**config.mk**
```make
export PLATFORM = sky130hd
export DESIGN_NAME = fifo_access_ctrl
export DESIGN_NICKNAME = d
export VERILOG_FILES = /design/src/rtl/fifo_ctrl_pkg.sv /design/src/rtl/rr_arbiter.sv /design/src/rtl/fifo_access_ctrl.sv
export SDC_FILE = /design/constraint.sdc
export NUM_CORES = 1
export LEC_CHECK = 0
export ABC_AREA = 1
export CAP_MARGIN = 20
export CORE_MARGIN = 2
export CORE_UTILIZATION = 25
export DETAILED_ROUTE_END_ITERATION = 7
export PLACE_DENSITY_LB_ADDON = 0.08
export SLEW_MARGIN = 20
export SYNTH_ARGS = -nofsm -noshare
export SYNTH_HDL_FRONTEND = slang
export SYNTH_HIERARCHICAL = 1
export SYNTH_SLANG_ARGS = --single-unit
```
**constraint.sdc**
```tcl
create_clock -name i_clock -period 3.5 [get_ports i_clock]
set_input_delay 0.525 -clock i_clock [delete_from_list [all_inputs] [get_ports i_clock]]
set_output_delay 0.525 -clock i_clock [all_outputs]
set_load 0.02 [all_outputs]
```
**src/rtl/fifo_ctrl_pkg.sv**
```systemverilog
// Shared types and default widths for the packet FIFO access scheduler.
package fifo_ctrl_pkg;

    localparam int unsigned N_REQ_DEF = 4;
    localparam int unsigned W_DEF     = 8;

    typedef enum logic [1:0] {
        S_IDLE = 2'd0,
        S_WR   = 2'd1,
        S_RD   = 2'd2
    } state_e;

    typedef enum logic {
        OP_WR = 1'b0,
        OP_RD = 1'b1
    } op_e;

endpackage

```
**src/rtl/rr_arbiter.sv**
```systemverilog
// Combinational round-robin arbiter: searches req from ptr+1 upward, wrapping.
module rr_arbiter #(
    parameter int unsigned N_REQ = 4
) (
    input  logic [N_REQ-1:0]         req_i,
    input  logic [$clog2(N_REQ)-1:0] ptr_i,
    output logic [N_REQ-1:0]         grant_o,
    output logic [$clog2(N_REQ)-1:0] grant_idx_o,
    output logic                     any_req_o
);

    localparam int unsigned IW = $clog2(N_REQ);

    int unsigned    idx;
    logic [IW-1:0]  idx_b;
    logic           found;

    assign any_req_o = |req_i;

    always_comb begin
        grant_o     = '0;
        grant_idx_o = '0;
        found       = 1'b0;
        idx         = 0;
        idx_b       = '0;
        for (int unsigned i = 1; i <= N_REQ; i++) begin
            idx   = (32'(ptr_i) + i) % N_REQ;
            idx_b = IW'(idx);
            if (!found && req_i[idx_b]) begin
                found          = 1'b1;
                grant_o[idx_b] = 1'b1;
                grant_idx_o    = idx_b;
            end
        end
    end

endmodule

```
**src/rtl/fifo_access_ctrl.sv**
```systemverilog
// Schedules producer writes and sink reads onto a shared FIFO, one operation
// per two cycles so the FIFO flags always reflect the previous operation.
module fifo_access_ctrl
    import fifo_ctrl_pkg::*;
#(
    parameter int unsigned N_REQ = N_REQ_DEF,
    parameter int unsigned W     = W_DEF
) (
    input  logic               i_clock,
    input  logic               i_reset_n,
    input  logic [N_REQ-1:0]   i_req,
    input  logic [N_REQ*W-1:0] i_pkt,
    output logic [N_REQ-1:0]   o_ack,
    output logic               o_fifo_wn,
    output logic [W-1:0]       o_fifo_packet,
    output logic               o_fifo_rn,
    input  logic               i_fifo_full,
    input  logic               i_fifo_empty,
    input  logic [W-1:0]       i_fifo_packet,
    input  logic               i_sink_ready,
    output logic               o_sink_valid,
    output logic [W-1:0]       o_sink_packet
);

    localparam int unsigned IW = $clog2(N_REQ);

    state_e             state_q, state_d;
    op_e                last_op_q, last_op_d;
    logic [IW-1:0]      rr_ptr_q, rr_ptr_d;
    logic               wn_q, wn_d;
    logic               rn_q, rn_d;
    logic               sv_q, sv_d;
    logic [N_REQ-1:0]   ack_q, ack_d;
    logic [W-1:0]       pkt_q, pkt_d;

    logic [N_REQ-1:0]   grant;
    logic [IW-1:0]      grant_idx;
    logic               any_req;
    logic               wr_cand, rd_cand, go_wr, go_rd;
    logic [W-1:0]       pkt_arr [N_REQ];

    for (genvar k = 0; k < N_REQ; k++) begin : g_unpack
        assign pkt_arr[k] = i_pkt[k*W +: W];
    end

    rr_arbiter #(.N_REQ(N_REQ)) u_arb (
        .req_i       (i_req),
        .ptr_i       (rr_ptr_q),
        .grant_o     (grant),
        .grant_idx_o (grant_idx),
        .any_req_o   (any_req)
    );

    assign wr_cand = any_req & ~i_fifo_full;
    assign rd_cand = ~i_fifo_empty & i_sink_ready;

    always_comb begin
        state_d   = S_IDLE;
        last_op_d = last_op_q;
        rr_ptr_d  = rr_ptr_q;
        wn_d      = 1'b0;
        rn_d      = 1'b0;
        ack_d     = '0;
        pkt_d     = pkt_q;
        sv_d      = (state_q == S_RD);
        go_wr     = 1'b0;
        go_rd     = 1'b0;
        if (state_q == S_IDLE) begin
            // On a tie, alternate with whichever operation went last.
            if (wr_cand && rd_cand) begin
                go_wr = (last_op_q == OP_RD);
                go_rd = (last_op_q == OP_WR);
            end else begin
                go_wr = wr_cand;
                go_rd = rd_cand;
            end
            if (go_wr) begin
                state_d   = S_WR;
                wn_d      = 1'b1;
                ack_d     = grant;
                pkt_d     = pkt_arr[grant_idx];
                rr_ptr_d  = grant_idx;
                last_op_d = OP_WR;
            end else if (go_rd) begin
                state_d   = S_RD;
                rn_d      = 1'b1;
                last_op_d = OP_RD;
            end
        end
    end

    always_ff @(posedge i_clock or negedge i_reset_n) begin
        if (!i_reset_n) begin
            state_q   <= S_IDLE;
            last_op_q <= OP_RD;
            rr_ptr_q  <= IW'(N_REQ - 1);
            wn_q      <= 1'b0;
            rn_q      <= 1'b0;
            sv_q      <= 1'b0;
            ack_q     <= '0;
            pkt_q     <= '0;
        end else begin
            state_q   <= state_d;
            last_op_q <= last_op_d;
            rr_ptr_q  <= rr_ptr_d;
            wn_q      <= wn_d;
            rn_q      <= rn_d;
            sv_q      <= sv_d;
            ack_q     <= ack_d;
            pkt_q     <= pkt_d;
        end
    end

    assign o_ack         = ack_q;
    assign o_fifo_wn     = wn_q;
    assign o_fifo_rn     = rn_q;
    assign o_fifo_packet = pkt_q;
    assign o_sink_valid  = sv_q;
    assign o_sink_packet = i_fifo_packet;

endmodule

```
==> results of run 1 <==
==> through the flow <==
stage	setup slack, ns	hold slack, ns	utilization [%]
finish	0.663	0.470	34.4
global route	0.405	0.491	34.4
CTS	0.665	0.480	34.4
detailed placement	0.676	0.471	33.6
global placement	0.698	0.464	33.6
floorplan	1.06	0.229	-
==> worst paths after layout <==
path	from	end	slack [ns]	cells after the start
max in group asynchronous	i_reset_n	o_fifo_packet[1]	2.22	1
max	rr_ptr_q[0]	o_fifo_packet[6]	0.66	16
min in group asynchronous	i_reset_n	o_ack[1]	0.75	1
min	o_fifo_wn	o_sink_valid	0.47	1
min reg2reg	o_fifo_wn	o_sink_valid	0.47	1
max reg2reg	rr_ptr_q[0]	o_fifo_packet[6]	0.66	16
==> per-layer routing <==
layer / up-vias / part of all wire, % / track usage (%)
li1: 881 / - / -
met1: 714 / 52 / 17.9
met2: 49 / 42 / 17.3
met3: 4 / 5.0 / 1.71
met4: 0 / 1.2 / 4.34
met5: - / 0 / 0
==> sequential cells by signal, indices dropped and copies added, names as in the netlist <==
signal	count
o_fifo_packet	8
o_ack	4
rr_ptr_q	2
last_op_q	1
o_fifo_rn	1
o_fifo_wn	1
o_sink_valid	1
==> worst reg2reg max path, delay by kind of cell (launching register included) <==
family / cells / cell delay [ns]
DFF: 1 / 0.74
AOI/OAI and AO/OA: 1 / 0.11
buffers and inverters: 5 / 0.76
adders and majority gates: 1 / 0.40
and+or+nand+nor: 9 / 0.72
==> synthesized netlist by cell type, types with 2 or more instances <==
cell and number:
nand3_4 2, a21oi_1 5, nand2_1 88, buf_2 2
nor2_2 6, ha_1 8, buf_4 9, nor2_4 2
nand3_1 30, dfstp_2 3, buf_6 4, nand2_2 5
nor2_1 8, nand2_4 5, nand3_2 3, inv_1 50
a21boi_0 4, inv_2 2, nand4_1 6, dfrtp_1 15
==> cells by family after synthesis <==
family / count (synthesis) / synth area share [%]
AND/OR/NAND/NOR: 155 / 44.0
buffers and inverters: 69 / 19.4
adder cells (fa/ha/maj): 8 / 5.79
AO/OA/AOI/OAI: 13 / 4.49
flip-flops: 18 / 26.3
==> power breakdown <==
group          internal [mW]  leakage (nW)  total (mW)  switching, mW
combinational          0.582         0.980        1.57          0.992
clock                  0.100        0.0288       0.173         0.0726
sequential             0.296         0.226       0.376         0.0790
total                  0.979          1.23        2.12           1.14
==> layout make-up <==
class,count,area share [%]
well taps,80,4.30
inverters,54,9.14
clock buffers,4,2.37
flip-flops and latches,18,19.5
repair buffers,57,24.3
multi-input cells,176,40.3
==> impl_metrics.yaml, run 1 <==
worst_setup_path:
  critPathLaunchType: "flop"
  cp-end-kind: "flop"
  slowest_stage: "dfstp_2"
  critPathTopFamily: "buffers and inverters"
  path_cells: "inv_8 -> ha_1 -> inv_1 -> nand3_4 -> nand2_4 -> inv_4 -> nand2_1 -> a21oi_1 -> nor2_1 -> buf_4 -> inv_2 -> nand2_1 -> nand3_1 -> nand2_1 -> nand2_1 -> nand2_1"
  cp_data_required_time_ns: 3.65
  worstSetupPathType: "flop to flop"
  crit_top_cell: "nand2_1"
  critPathArrivalTime_ns: 2.99
  cp_max_fo: 18
  path_buf_inv: 5
  cpPeakStageDelay_ns: 0.74
placed_design:
  placedCellCount: 385
  placement.io_buffers: 55
  hpwl_mm: 3.42
  place.gp.congestion: 0.805
  place_area_um2: 2270
synth:
  synth_ff_type: "dfrtp_1"
  synth_area_leader_cell: "dfrtp_1"
  synth_cell_types: 26
  syn_nets: 320
  netlist_area_um2: 1730
  synth_area_leaders: "dfrtp_1, nand2_1, inv_1, nand3_1, ha_1"
  yosys_warnings: 6
  synth_edf_count: 0
  ys_seq_elements: 18
  postSynthCellCount: 263
  async_flop_share_pct: 100
  postSynthAreaPerCell_um2: 6.57
  ys_seq_area_share_pct: 26.3
  synth_top_cell_area_share_pct: 21.7
sta:
  fin_tns_setup_ns: 0
  min_period_ns: 2.84
  slew_headroom_pct: 43.1
  slew_violations: 0
  fmax_ghz: 0.352
  final_hold_viol_count: 0
  setup_viol: 0
  final.setup_skew_ns: 0.00142
  period_share_pct: 81.1
  rsz0062_at_grt: "no"
  tightestPinTransition_ns: 0.850
clock_tree:
  cts_setup_buffers: 0
  cts_made_buffers: 3
  clk_pin_slew_ns: 0.07
  tritoncts: "yes"
  clkSinkCount: 18
  clk_latency_ns: 0.25
  clock_path_buffers: 2
  cts-htree-levels: 1
  cts_root_buffer: "clkbuf_8"
  post_cts_resized: 0
  hold_buffers: 0
drt:
  num_vias: 1648
  dr.pass1.iters: 4
  ant_nets: 0
  drt_iter0_markers: 48
  wire_per_inst_um: 11.2
  vias_per_cell: 4.24
  drt_wl_total_mm: 4.34
  route.detailed.drc: 0
floorplan:
  initial_core_util_pct: 25.6
  die-area_um2: 7590
  rows: 30
  fp.dieW_um: 87.1
  fp.dieH_um: 87.1
  core_region_area_um2: 6760
  io_pins: 72
pwr:
  finalPower_mw: 2.12
  powerDensity_nw_per_um2: 912
  irDropWorstVdd_v: 0.000281
  power_leakage_nw: 1.23
cells_and_area:
  synthToLayoutAreaGrowth_pct: 34.6
  instances_no_fill: 389
  n_fill_cell: 756
  regArea_um2: 454
  n_antenna_cell: 0
  nets: 367
  final_common_cell: "nand2_1"
  drive_above_1_share_pct: 11.7
  mostFrequentLayoutCells: "nand2_1, clkdlybuf4s50_1, inv_1"
  multiInputGateArea_um2: 938
  final_area_um2: 2330
global_routing:
  antenna_found_initial: 0
  grt_pass1_vias: 1504
  grt.total_usage_pct: 12.0
  grt_max_degree: 19
  grt_pass1_wl_mm: 7.20
  grt_overflow: 0
min_path:
  min_path_type: "flop to flop"
status:
  status: "complete, no violations"
run:
  cap_violations: 0
Power figures use the tool's default switching activity.
==> run 2: changes to the inputs <==
==> constraint.sdc (replaced) <==
create_clock -name i_clock -period 2.78 [get_ports i_clock]
set_input_delay 0.417 -clock i_clock [delete_from_list [all_inputs] [get_ports i_clock]]
set_output_delay 0.417 -clock i_clock [all_outputs]
set_load 0.02 [all_outputs]
==> run 2 against run 1 <==
Register-to-register slack worse by 0.40 ns. Total power up 32%. Non-clock buffer count is 4 higher. Largest cell class unchanged.
==> impl_metrics.yaml, run 2 (same netlist as run 1, synthesis figures left out) <==
status:
  status: "complete, no violations"
sta:
  final_hold_viol_count: 0
  setup_slack_ns: 0.258
  hold_ws_ns: 0.470
  final.setup_skew_ns: 0.00251
  min_period_ns: 2.52
  rsz0062_at_grt: "no"
  setup_viol: 0
  tightestPinTransition_ns: 0.806
  fin_tns_setup_ns: 0
  slew_headroom_pct: 46.1
  fmax_ghz: 0.397
  period_share_pct: 90.7
  slew_violations: 0
cells_and_area:
  final_common_cell: "nand2_1"
  final_util_pct: 35.1
  n_antenna_cell: 0
  regArea_um2: 454
  multiInputGateArea_um2: 938
  n_fill_cell: 737
  largest_register_ffs: 8
  nets: 371
  mostFrequentLayoutCells: "nand2_1, clkdlybuf4s50_1, inv_1"
  synthToLayoutAreaGrowth_pct: 37.1
  drive_above_1_share_pct: 12.8
worst_setup_path:
  cp_max_fo: 18
  critPathLaunchType: "flop"
  crit_end: "o_fifo_packet[7]"
  startpoint: "rr_ptr_q[0]"
  worstReg2RegStart: "rr_ptr_q[0]"
  rr_endpoint: "o_fifo_packet[7]"
  cp_data_required_time_ns: 2.92
  reg2reg_depth: 16
  regToRegSetupSlack_ns: 0.26
  critPathArrivalTime_ns: 2.67
  worstSetupPathType: "flop to flop"
  cp-end-kind: "flop"
placed_design:
  place_ws_ns: 0.263
  place.gp.congestion: 0.755
  placement.io_buffers: 55
  hpwl_mm: 3.54
drt:
  wire_per_inst_um: 11.2
  vias_per_cell: 4.19
  drt_iter0_markers: 80
  ant_nets: 0
  drt_wl_total_mm: 4.41
  route.detailed.drc: 0
  dr.pass1.iters: 4
  num_vias: 1647
pwr:
  power_switching_mw: 1.48
  combPwrFrac_pct: 77.0
  internal-power_mw: 1.32
  power_leakage_nw: 1.26
  p_sw_share_pct: 52.8
  powerDensity_nw_per_um2: 1180
  pwr-share-seq_pct: 15.5
  irDropWorstVdd_v: 0.000395
  clkPwrFrac_pct: 7.5
clock_tree:
  cts_setup_buffers: 0
  cts-htree-levels: 1
  cts_made_buffers: 3
  hold_buffers: 0
  cts_root_buffer: "clkbuf_8"
  clk_pin_slew_ns: 0.07
  clk_latency_ns: 0.25
  clock_path_buffers: 2
  clkSinkCount: 18
  post_cts_resized: 0
  tritoncts: "yes"
floorplan:
  core_region_area_um2: 6760
  fp.dieW_um: 87.1
  rows: 30
  die-area_um2: 7590
  fp.dieH_um: 87.1
  io_pins: 72
  initial_core_util_pct: 25.6
global_routing:
  antenna_found_initial: 0
  grt.total_usage_pct: 12.2
  grt_max_degree: 19
  grt_pass1_vias: 1565
  grt_pass1_wl_mm: 7.41
  grt_overflow: 0
run:
  cap_violations: 0
min_path:
  min_path_type: "flop to flop"
==> run 2: changes by cell type in the layout (fill, tap and decap cells not counted), sizes merged <==
cell,change
buf,+4
==> run 2: area by class of cell <==
cell class                 count  area share, %
inverter                      54           8.98
tap                           80           4.23
multi-input combinational    176           39.6
timing repair buffer          61           25.7
clock buffer                   4           2.32
sequential                    18           19.2
==> run 2: worst min-delay path by stage <==
stage,startpoint,endpoint,slack [ns],cells past startpoint
2_1_floorplan,i_reset_n,o_ack[0],0.12,0
3_3_place_gp,o_fifo_packet[0],o_fifo_packet[0],0.46,2
3_5_place_dp,o_fifo_packet[0],o_fifo_packet[0],0.47,2
4_1_cts,o_fifo_wn,o_sink_valid,0.49,1
5_1_grt,o_fifo_packet[7],o_fifo_packet[7],0.51,2
6_report,o_fifo_wn,o_sink_valid,0.47,1
==> run 2: metrics by stage <==
step                      power (mW)  cell area, um2  std cells
final                           2.79            2370        393
after global placement          2.61            2310        389
after detailed placement        2.59            2310        389
after floorplan                 2.00            1730        263
after CTS                       2.82            2370        393
after global routing            3.09            2370        393
==> run 2: worst max-delay path: stages (launching register included) <==
cell     delay, ns
dfstp_2       0.59
inv_8         0.07
ha_1          0.31
buf_4         0.16
nand3_4       0.13
nand2_4       0.10
inv_4         0.09
nand2_1       0.05
a21oi_1       0.12
nor2_1        0.09
buf_12        0.15
inv_2         0.20
nand2_1       0.08
nand3_1       0.09
nand2_1       0.07
nand2_1       0.07
nand2_1       0.05
==> run 2: power groups by stage <==
stage | clock, mW | combinational [mW] | sequential, mW
CTS | 0.220 | 2.16 | 0.435
floorplan | 0 | 1.47 | 0.533
detailed placement | 0 | 2.16 | 0.436
global placement | 0 | 2.18 | 0.436
finish | 0.210 | 2.15 | 0.433
global route | 0.229 | 2.41 | 0.447
==> run 2: per-layer routing <==
layer	vias to the layer above	routed length (um)	share of wire [%]	global-route usage, %
met5	-	0	0	0
met4	0	31	0.70	3.50
met3	2	204	4.6	1.33
met2	46	1810	41	17.3
met1	711	2360	54	19.3
li1	888	-	-	-
==> run 3: changes to the inputs <==
--- a/config.mk
+++ b/config.mk
@@ -11,7 +11,7 @@
 export CORE_UTILIZATION = 25
 export DETAILED_ROUTE_END_ITERATION = 7
 export PLACE_DENSITY_LB_ADDON = 0.08
-export SLEW_MARGIN = 20
+export SLEW_MARGIN = 40
 export SYNTH_ARGS = -nofsm -noshare
 export SYNTH_HDL_FRONTEND = slang
 export SYNTH_HIERARCHICAL = 1
==> run 3 against run 2 <==
Fmax about the same. Die area unchanged. Via count hardly changed. First-iteration DRC count is the same. Total power is essentially flat. Setup slack about the same. Count of clock-buffer cells in the layout stayed put. Critical endpoint unchanged. Largest cell class unchanged.
==> impl_metrics.yaml, run 3 (same netlist as run 1, synthesis figures left out) <==
cells_and_area:
  mostFrequentLayoutCells: "nand2_1, clkdlybuf4s50_1, inv_1"
  drive_above_1_share_pct: 13.1
  synthToLayoutAreaGrowth_pct: 36.8
  nets: 371
  regArea_um2: 454
  n_fill_cell: 738
  multiInputGateArea_um2: 938
  n_antenna_cell: 0
  final_common_cell: "nand2_1"
  largest_register_ffs: 8
drt:
  wire_per_inst_um: 11.2
  drt_iter0_markers: 80
  ant_nets: 0
  num_vias: 1646
  vias_per_cell: 4.19
  dr.pass1.iters: 4
  drt_wl_total_mm: 4.41
  route.detailed.drc: 0
worst_setup_path:
  reg2reg_depth: 16
  worstReg2RegStart: "rr_ptr_q[0]"
  startpoint: "rr_ptr_q[0]"
  critPathLaunchType: "flop"
  cp_data_required_time_ns: 2.92
  cp-end-kind: "flop"
  cp_max_fo: 18
  critPathArrivalTime_ns: 2.67
  worstSetupPathType: "flop to flop"
sta:
  slew_violations: 0
  setup_slack_ns: 0.258
  period_share_pct: 90.7
  slew_headroom_pct: 70.3
  tightestPinTransition_ns: 0.445
  fmax_ghz: 0.397
  min_period_ns: 2.52
  final.setup_skew_ns: 0.00251
  fin_tns_setup_ns: 0
  rsz0062_at_grt: "no"
  setup_viol: 0
  final_hold_viol_count: 0
clock_tree:
  cts_root_buffer: "clkbuf_8"
  clk_pin_slew_ns: 0.07
  tritoncts: "yes"
  cts_made_buffers: 3
  post_cts_resized: 0
  hold_buffers: 0
  clock_path_buffers: 2
  clkSinkCount: 18
  clk_latency_ns: 0.25
  cts_setup_buffers: 0
  cts-htree-levels: 1
floorplan:
  die-area_um2: 7590
  core_region_area_um2: 6760
  fp.dieH_um: 87.1
  rows: 30
  io_pins: 72
  fp.dieW_um: 87.1
  initial_core_util_pct: 25.6
placed_design:
  placement.io_buffers: 55
  place_ws_ns: 0.263
  place.gp.congestion: 0.755
  hpwl_mm: 3.54
global_routing:
  antenna_found_initial: 0
  grt_overflow: 0
  grt_max_degree: 19
  grt_pass1_wl_mm: 7.41
  grt_pass1_vias: 1565
  grt.total_usage_pct: 12.2
pwr:
  power_leakage_nw: 1.26
  powerDensity_nw_per_um2: 1180
  irDropWorstVdd_v: 0.000395
min_path:
  min_path_type: "input port to asynchronous set/reset pin"
run:
  cap_violations: 0
status:
  status: "complete, no violations"
run 3: worst paths after layout:
check | slack (ns) | endpoint
max | 0.26 | o_fifo_packet[7]
min | 0.09 | o_ack[1]
max reg2reg | 0.26 | o_fifo_packet[7]
min reg2reg | 0.47 | o_sink_valid
max in group asynchronous | 2.37 | rr_ptr_q[0]
min in group i_clock | 0.47 | o_sink_valid
run 3: report_power, final:
part           leakage, nW  total [mW]  switching [mW]  internal (mW)
clock               0.0288       0.210          0.0843          0.126
combinational         1.00        2.15            1.33          0.819
sequential           0.226       0.433          0.0613          0.372
total                 1.26        2.79            1.48           1.32
run 3: critical path: stages, from the launching register on:
cell,delay (ns)
dfstp_2,0.59
inv_8,0.07
ha_1,0.31
buf_4,0.16
nand3_4,0.13
nand2_4,0.10
inv_4,0.09
nand2_1,0.05
a21oi_1,0.12
nor2_1,0.09
buf_12,0.15
inv_2,0.20
nand2_1,0.08
nand3_1,0.09
nand2_1,0.07
nand2_1,0.07
nand2_1,0.05
run 3: area by class of cell:
cell class,instances,area share (%)
inverters,54,9.00
flip-flops and latches,18,19.2
repair buffers,61,25.5
clock buffers,4,2.33
well taps,80,4.24
multi-input cells,176,39.7
run 3: per-stage QoR:
stage,power (mW),util (%),instance area (um2),hold WS (ns),instances
2_1_floorplan,2.00,-,1730,0.121,263
3_3_place_gp,2.61,34.2,2310,0.462,389
3_5_place_dp,2.59,34.2,2310,0.376,389
4_1_cts,2.82,35.0,2360,0.102,393
5_1_grt,3.09,35.0,2360,0.119,393
6_report,2.79,35.0,2360,0.0881,393
run 3: metal layers:
metal  share of wire (%)  vias to the layer above  GRT usage (%)
li1                    -                      889              -
met1                  54                      711           19.3
met2                  41                       44           17.3
met3                 4.6                        2           1.33
met4                0.70                        0           3.50
met5                   0                        -              0
